## config.mk

```make
export PLATFORM = sky130hd
export DESIGN_NAME = cv32e40p_mac_mem_seq
export DESIGN_NICKNAME = d
export VERILOG_FILES = /design/src/rtl/cv32e40p_mac_mem_seq.sv
export SDC_FILE = /design/constraint.sdc
export NUM_CORES = 1
export LEC_CHECK = 0
export CORE_UTILIZATION = 47
export DETAILED_ROUTE_END_ITERATION = 8
export HOLD_SLACK_MARGIN = 0.08
export PLACE_DENSITY = 0.85
export SLEW_MARGIN = 10
export SYNTH_ARGS = -nofsm -noshare
export SYNTH_HDL_FRONTEND = slang
export SYNTH_SLANG_ARGS = --single-unit
```

## constraint.sdc

```tcl
create_clock -name clk -period 6.7 [get_ports clk]
set_clock_uncertainty 0.05 [all_clocks]
set_input_delay 0.67 -clock clk [delete_from_list [all_inputs] [get_ports clk]]
set_output_delay 0.67 -clock clk [all_outputs]
set_load 0.005 [all_outputs]
```

## src/rtl/cv32e40p_mac_mem_seq.sv

```systemverilog
// Memory-side sequencer for the CNN MAC unit: walks a word-strided buffer over OBI,
// streaming read words into the MAC (1-based count) or storing MAC words (0-based count).
//
// state | meaning
// IDLE  | waiting for a start; count held at 0
// RD    | issuing reads, registering each response with count k = 1..len
// WR    | issuing writes of mem_wdata_i, count = index of the word being presented
// DRAIN | all writes granted, waiting for their responses
// DONE  | one-cycle completion pulse
module cv32e40p_mac_mem_seq #(
   parameter int MAX_OUTST = 2,
   parameter int CNT_W     = 5
) (
   input  logic             clk,
   input  logic             rst,
   input  logic             start_rd_i,
   input  logic             start_wr_i,
   input  logic [CNT_W-1:0] len_i,
   input  logic [31:0]      base_addr_i,
   input  logic [31:0]      stride_i,
   input  logic [31:0]      mem_wdata_i,
   output logic [31:0]      con_data_cnt_o,
   output logic [31:0]      mem_rdata_o,
   output logic             rdata_valid_o,
   output logic             busy_o,
   output logic             done_o,
   output logic             err_o,
   output logic             data_req_o,
   input  logic             data_gnt_i,
   output logic [31:0]      data_addr_o,
   output logic             data_we_o,
   output logic [3:0]       data_be_o,
   output logic [31:0]      data_wdata_o,
   input  logic             data_rvalid_i,
   input  logic [31:0]      data_rdata_i
);

   typedef enum logic [2:0] {
      S_IDLE,
      S_RD,
      S_WR,
      S_DRAIN,
      S_DONE
   } state_t;

   localparam int               OUT_W   = 2;
   localparam logic [CNT_W-1:0] LEN_MAX = CNT_W'(16);

   state_t           state_q, state_d;
   logic [CNT_W-1:0] len_q;
   logic [CNT_W-1:0] issued_q;
   logic [OUT_W-1:0] outst_q;
   logic [31:0]      stride_q;
   logic [31:0]      addr_q;
   logic [31:0]      cnt_q;
   logic [31:0]      rdata_q;
   logic             rvalid_q;
   logic             err_q;

   logic             bad_len;
   logic             bad_addr;
   logic             start_ok;
   logic             err_d;
   logic             active;
   logic             issuing;
   logic             fire;
   logic             rsp;

   assign bad_len  = (len_i == '0) || (len_i > LEN_MAX);
   assign bad_addr = (base_addr_i[1:0] != 2'b00);

   assign active  = (state_q == S_RD) || (state_q == S_WR);
   assign issuing = active && (issued_q < len_q) && (outst_q < OUT_W'(MAX_OUTST));
   assign fire    = issuing && data_gnt_i;
   // responses only count while a burst can have requests in flight; late ones in IDLE are dropped
   assign rsp     = data_rvalid_i && (state_q != S_IDLE) && (state_q != S_DONE) && (outst_q != '0);

   always_comb begin
      state_d  = state_q;
      err_d    = 1'b0;
      start_ok = 1'b0;
      case (state_q)
         S_IDLE: begin
            if (start_rd_i) begin
               if (bad_len || bad_addr) begin
                  err_d = 1'b1;
               end else begin
                  start_ok = 1'b1;
                  state_d  = S_RD;
               end
               // a simultaneous write request is always dropped
               if (start_wr_i) begin
                  err_d = 1'b1;
               end
            end else if (start_wr_i) begin
               if (bad_len || bad_addr) begin
                  err_d = 1'b1;
               end else begin
                  start_ok = 1'b1;
                  state_d  = S_WR;
               end
            end
         end
         S_RD: begin
            if (cnt_q == 32'(len_q)) begin
               state_d = S_DONE;
            end
         end
         S_WR: begin
            if (fire && ((issued_q + CNT_W'(1)) == len_q)) begin
               state_d = S_DRAIN;
            end
         end
         S_DRAIN: begin
            if (outst_q == '0) begin
               state_d = S_DONE;
            end
         end
         S_DONE: begin
            state_d = S_IDLE;
         end
         default: begin
            state_d = S_IDLE;
         end
      endcase
   end

   always_ff @(posedge clk) begin
      if (rst) begin
         state_q  <= S_IDLE;
         len_q    <= '0;
         issued_q <= '0;
         outst_q  <= '0;
         stride_q <= '0;
         addr_q   <= '0;
         cnt_q    <= '0;
         rdata_q  <= '0;
         rvalid_q <= 1'b0;
         err_q    <= 1'b0;
      end else begin
         state_q  <= state_d;
         err_q    <= err_d;
         rvalid_q <= 1'b0;

         if (start_ok) begin
            len_q    <= len_i;
            stride_q <= stride_i;
            addr_q   <= base_addr_i;
            issued_q <= '0;
            outst_q  <= '0;
            cnt_q    <= '0;
         end

         if (fire) begin
            issued_q <= issued_q + CNT_W'(1);
            addr_q   <= addr_q + stride_q;
         end

         case ({fire, rsp})
            2'b10:   outst_q <= outst_q + OUT_W'(1);
            2'b01:   outst_q <= outst_q - OUT_W'(1);
            default: outst_q <= outst_q;
         endcase

         if ((state_q == S_RD) && rsp) begin
            rdata_q  <= data_rdata_i;
            cnt_q    <= cnt_q + 32'd1;
            rvalid_q <= 1'b1;
         end

         if ((state_q == S_WR) && fire) begin
            cnt_q <= cnt_q + 32'd1;
         end

         // read bursts finish with len+1 so the MAC loop "count < len+1" terminates
         if ((state_q == S_RD) && (state_d == S_DONE)) begin
            cnt_q <= 32'(len_q) + 32'd1;
         end

         if (state_q == S_DONE) begin
            cnt_q <= '0;
         end
      end
   end

   assign data_req_o     = issuing;
   assign data_addr_o    = active ? addr_q : 32'h0;
   assign data_we_o      = (state_q == S_WR);
   assign data_wdata_o   = (state_q == S_WR) ? mem_wdata_i : 32'h0;
   assign data_be_o      = 4'hF;
   assign con_data_cnt_o = cnt_q;
   assign mem_rdata_o    = rdata_q;
   assign rdata_valid_o  = rvalid_q;
   assign busy_o         = (state_q != S_IDLE);
   assign done_o         = (state_q == S_DONE);
   assign err_o          = err_q;

endmodule
```

==> flow_metrics.py, run 1 <==
metrics = {
    "sta": {
        "slew_headroom_pct": 19.5,
        "fin_hold_ws_ns": 0.402,
        "worst_pin_slew_ns": 1.21,
        "finalSetupViolations": 0,
        "tns_ns": 0,
        "fin_crit_ns": 4.35,
        "hold_viol": 0,
        "finalMaxSlewViolations": 0,
        "fmax_mhz": 230,
        "layout_worst_path_cycle_share_pct": 64.9,
        "rsz0062_at_grt": "false",
    },
    "route": {
        "vias": 9039,
        "drtIter0Drc": 660,
        "avgViaCountPerCell": 5.59,
        "antenna_left": 0,
        "routedWlPerCell_um": 15.9,
        "first_pass_iters": 5,
        "drc": 0,
        "drt-total-wl_um": 25800,
    },
    "global_route": {
        "grt_pass1_wl_um": 40600,
        "grt_pass1_vias": 8359,
        "gr-usage-all-layers_pct": 26.8,
        "antenna_found_initial": 0,
        "grt.overflow.total": 0,
        "grt_max_degree": 96,
    },
    "finish": {
        "drive_above_1_share_pct": 4.54,
        "fin_area_um2": 12000,
        "fin_cells": 1616,
        "area_delta_synth_final_pct": 38.8,
        "final_cell_mix": "clkdlybuf4s50_1, nand2_1, dfxtp_1",
        "diodes": 0,
        "finalNetCount": 1554,
        "final_common_cell": "clkdlybuf4s50_1",
    },
    "floorplanning": {
        "die_x_um": 138,
        "ioPinCount": 277,
        "num_rows": 49,
        "core_area_um2": 18000,
        "die-area_um2": 18900,
        "die-height_um": 138,
        "start_util_pct": 48.0,
    },
    "power": {
        "irDropWorstVdd_mv": 0.200,
        "power_density_nw_per_um2": 193,
        "p_leak_nw": 4.31,
        "total_power_mw": 2.31,
    },
    "clocking": {
        "insertion_delay_ns": 0.42,
        "clk_path_buf_depth": 2,
        "cts.sinks": 145,
        "ctsHoldBuffers": 0,
        "root_buffer": "clkbuf_16",
        "ctsResizeCount": 0,
        "cts_tree": "done",
        "post_cts_buffers": 0,
        "numCtsBuffers": 17,
        "clkSlewWorstSetupHoldPaths_ns": 0.06,
        "h-tree-depth": 4,
    },
    "setup_path": {
        "cp.arrival_ns": 4.63,
        "worstSetupStartpointType": "flop",
        "path_class": "flop to flop",
        "crit_required_ns": 6.98,
        "endpoint_kind": "flop",
        "cp_max_fo": 63,
    },
    "flow_run": {
        "cap_violations": 0,
    },
    "synthesis": {
        "syn-cell-area_um2": 8650,
        "ys_ff_latch": 145,
        "synth_top_area_cell": "dfxtp_1",
        "synth_edf_count": 0,
        "synthDistinctLibCells": 67,
        "synth.avg_cell_area_um2": 7.49,
        "yosys.area.top_type_share_pct": 33.6,
        "synthesis.instances": 1154,
        "synthArstFlopShare_pct": 0,
        "yosysWarningCount": 0,
        "seq_area_frac_synth_pct": 33.6,
        "yosys-top-cells-area": "dfxtp_1, nand2_1, a21oi_1",
        "synthFlopType": "dfxtp_1",
    },
    "place": {
        "dp_hpwl_um": 17900,
        "port_buffers": 272,
        "place_inst": 1584,
        "gp_congestion": 0.936,
        "placed_cell_area_um2": 11400,
    },
    "worst_hold_path": {
        "holdCritPathClass": "flop to flop",
    },
    "outcome": {
        "status": "finished clean",
    },
}
[path summary, 6_finish.rpt]
check | endpoint | from | slack (ns) | cells past startpoint
setup / recovery | outst_q[1]$_SDFFE_PP0P_ | state_q[1]$_SDFF_PP0_ | 2.35 | 7
hold / removal | mem_rdata_o[28]$_SDFFE_PP0P_ | mem_rdata_o[28]$_SDFFE_PP0P_ | 0.40 | 2
setup reg to reg | outst_q[1]$_SDFFE_PP0P_ | state_q[1]$_SDFF_PP0_ | 2.35 | 7
hold reg to reg | mem_rdata_o[28]$_SDFFE_PP0P_ | mem_rdata_o[28]$_SDFFE_PP0P_ | 0.40 | 2
[logic make-up (layout without fill, tap and decap cells)]
| logic type | Yosys count | after routing | synth area share [%] |
|---|---|---|---|
| compound gates | 268 | 268 | 19.2 |
| xor+xnor | 44 | 44 | 4.46 |
| fa+ha+maj | 42 | 42 | 6.14 |
| buf+inv | 100 | 330 | 4.80 |
| flops | 145 | 145 | 33.6 |
| mux | 6 | 6 | 0.695 |
| other cells | 1 | 4 | 0.0434 |
| simple gates | 548 | 548 | 31.1 |
[registers in the layout (all words and copies together), names as in the netlist]
name / flops
mem_rdata_o: 32
rdata_valid_o: 1
len_q: 5
issued_q: 5
con_data_cnt_o: 32
addr_q: 32
outst_q: 2
state_q: 3
err_o: 1
stride_q: 32
[power by group]
part / total [mW] / leakage [nW] / switching (mW) / internal [mW]
Sequential: 0.922 / 1.17 / 0.0305 / 0.891
Combinational: 0.435 / 2.85 / 0.220 / 0.215
Clock: 0.955 / 0.293 / 0.368 / 0.587
[routing by layer]
| layer | wire length (µm) | global-route usage, % |
|---|---|---|
| met1 | 11200 | 35.0 |
| met2 | 12400 | 44.7 |
| met3 | 1760 | 4.97 |
| met4 | 327 | 7.69 |
| met5 | 0 | 0 |
[layout make-up]
cell class / instances / area, µm²
repair buffers: 280 / 2780
inverters: 18 / 67.6
well taps: 229 / 287
multi-input cells: 912 / 5370
fillers: 1506 / 6030
flip-flops and latches: 145 / 2900
clock inverters: 9 / 105
clock buffers: 23 / 488
[worst max-delay path: stages, from the launching register on]
cell and delay, ns:
dfxtp_1 0.53, xnor2_1 0.17, nor2_2 0.91, and4_1 0.92
inv_2 0.64, ha_1 0.54, or3_1 0.35, a21oi_1 0.14
[cells in the mapped netlist (all sizes together), types with 4 or more instances]
| cell | n |
|---|---|
| a21o | 12 |
| o21bai | 4 |
| nor2b | 5 |
| xnor2 | 27 |
| a311oi | 22 |
| nand3 | 26 |
| nand3b | 13 |
| and3 | 15 |
| o21a | 8 |
| and2 | 74 |
| nand4b | 4 |
| a31o | 5 |
| nand2 | 247 |
| o211ai | 4 |
| or3 | 14 |
| o21ai | 41 |
| nor2 | 57 |
| nor3b | 13 |
| ha | 40 |
| xor2 | 17 |
| a21oi | 125 |
| nand4 | 12 |
| clkbuf | 62 |
| nand2b | 4 |
| buf | 20 |
| mux2i | 6 |
| or2 | 6 |
| dfxtp | 145 |
| a211oi | 14 |
| a31oi | 16 |
| nor3 | 34 |
| inv | 18 |
| and4 | 6 |
| nor4 | 14 |
[through the flow]
step | worst slack [ns] | utilization, %
after floorplan | 3.72 | -
after global placement | 2.51 | 63.3
after detailed placement | 2.33 | 63.3
after CTS | 2.30 | 66.6
after global routing | 2.06 | 66.6
final | 2.35 | 66.6
No activity file was read; power rests on OpenSTA's default activity.
==> inputs of run 2 (changes only) <==
clock period = 4.55 ns   (was 6.7 ns; I/O delays follow)
==> run 2 against run 1 <==
- maximum frequency increased by 17%
- flip-flop and latch count did not move
- global-route usage decreased by 0.083 points
- total power is 46% higher
- cell count increased by 0.12%
- wire length decreased by 0.83%
- sequential share of layout area is essentially flat
==> flow_metrics.py, run 2 (synthesis results as in run 1) <==
metrics = {
    "place": {
        "dp_slack_ns": 0.904,
        "dp_hpwl_um": 17900,
        "gp_congestion": 0.894,
        "placed_cell_area_um2": 11400,
        "port_buffers": 272,
    },
    "finish": {
        "drive_above_1_share_pct": 4.61,
        "finalNetCount": 1556,
        "final_common_cell": "clkdlybuf4s50_1",
        "area_delta_synth_final_pct": 39.0,
        "diodes": 0,
        "final_cell_mix": "clkdlybuf4s50_1, nand2_1, dfxtp_1",
        "fin_area_um2": 12000,
    },
    "setup_path": {
        "crit_chain": "inv_1, ha_1, nor2b_1, o21a_1, o21a_1, o21ai_1, and4_1, buf_4, inv_2, ha_1, or3_1, a21oi_1",
        "crit_slowest_cell": "ha_1",
        "cp.arrival_ns": 4.01,
        "max_stage_delay_ns": 0.50,
        "path_class": "flop to flop",
        "cp_max_fo": 63,
        "crit_required_ns": 4.84,
        "endpoint_kind": "flop",
        "worstSetupStartpointType": "flop",
    },
    "sta": {
        "layout_setup_ws_ns": 0.829,
        "layout_worst_path_cycle_share_pct": 81.8,
        "rsz0062_at_grt": "false",
        "worst_pin_slew_ns": 1.15,
        "slew_headroom_pct": 23.0,
        "finalMaxSlewViolations": 0,
        "fmax_mhz": 269,
        "hold_viol": 0,
        "finalSetupViolations": 0,
        "fin_hold_ws_ns": 0.401,
        "tns_ns": 0,
        "fin_crit_ns": 3.72,
    },
    "clocking": {
        "ctsHoldBuffers": 0,
        "clk_path_buf_depth": 2,
        "h-tree-depth": 4,
        "numCtsBuffers": 17,
        "post_cts_buffers": 0,
        "root_buffer": "clkbuf_16",
        "cts.sinks": 145,
        "cts_tree": "done",
        "clkSlewWorstSetupHoldPaths_ns": 0.06,
        "ctsResizeCount": 0,
        "insertion_delay_ns": 0.42,
    },
    "route": {
        "first_pass_iters": 5,
        "drtIter0Drc": 601,
        "avgViaCountPerCell": 5.63,
        "antenna_left": 0,
        "vias": 9114,
        "drc": 0,
        "drt-total-wl_um": 25500,
        "routedWlPerCell_um": 15.8,
    },
    "flow_run": {
        "cap_violations": 0,
    },
    "global_route": {
        "antenna_found_initial": 0,
        "grt_pass1_vias": 8395,
        "grt_max_degree": 80,
        "grt_pass1_wl_um": 40500,
        "gr-usage-all-layers_pct": 26.7,
        "grt.overflow.total": 0,
    },
    "floorplanning": {
        "die_x_um": 138,
        "ioPinCount": 277,
        "die-height_um": 138,
        "num_rows": 49,
        "start_util_pct": 48.0,
        "core_area_um2": 18000,
        "die-area_um2": 18900,
    },
    "power": {
        "power.share.sequential_pct": 40.1,
        "p_leak_nw": 4.32,
        "clkPwrFrac_pct": 40.8,
        "p_int_mw": 2.47,
        "p_sw_mw": 0.912,
        "power_frac_comb_pct": 19.1,
        "irDropWorstVdd_mv": 0.320,
        "power_density_nw_per_um2": 281,
        "swShare_pct": 27.0,
    },
    "worst_hold_path": {
        "holdCritPathClass": "flop to flop",
    },
    "outcome": {
        "status": "finished clean",
    },
}
[run 2: metrics by stage]
stage | power (mW) | util (%) | instances
after global routing | 3.52 | 66.7 | 1618
after detailed placement | 2.02 | 63.5 | 1586
after CTS | 3.39 | 66.7 | 1618
after global placement | 2.01 | 63.5 | 1586
final | 3.38 | 66.7 | 1618
after floorplan | 1.71 | - | 1157
[run 2: area by class of cell]
type                            instances  area [µm²]
Clock inverter                         10         110
Tap cell                              229         287
Timing Repair Buffer                  282        2820
Multi-Input combinational cell        912        5370
Sequential cell                       145        2900
Clock buffer                           22         464
Fill cell                            1502        6010
Inverter                               18        67.6
[run 2: power by group through the flow]
stage	logic (mW)	clock network, mW	registers (mW)
finish	0.646	1.38	1.36
global placement	0.628	0	1.38
floorplan	0.352	0	1.36
global route	0.703	1.45	1.36
detailed placement	0.638	0	1.38
CTS	0.644	1.39	1.35
[run 2: metal layers]
layer  GRT usage [%]  wire length, µm  vias up  part of all wire [%]
li1                -                -     4478                     -
met1            34.5            11200     4229                    44
met2            45.2            12200      361                    48
met3            4.01             1720       46                   6.7
met4            8.79              428        0                   1.7
met5               0                0        -                     0
[run 2: final timing paths]
path                                      from                      endpoint  slack (ns)  cells after the start
setup / recovery         len_q[1]$_SDFFE_PP0P_       outst_q[1]$_SDFFE_PP0P_        0.83                     12
hold / removal    mem_rdata_o[18]$_SDFFE_PP0P_  mem_rdata_o[18]$_SDFFE_PP0P_        0.40                      2
setup reg to reg         len_q[1]$_SDFFE_PP0P_       outst_q[1]$_SDFFE_PP0P_        0.83                     12
hold reg to reg   mem_rdata_o[18]$_SDFFE_PP0P_  mem_rdata_o[18]$_SDFFE_PP0P_        0.40                      2
[run 2: worst max-delay path, delay by kind of cell (launching register included)]
family,cells,cell delay [ns]
and+or+nand+nor,3,0.74
adders and majority gates,2,0.79
buffers and inverters,3,0.84
AOI/OAI and AO/OA,4,0.75
DFF,1,0.47
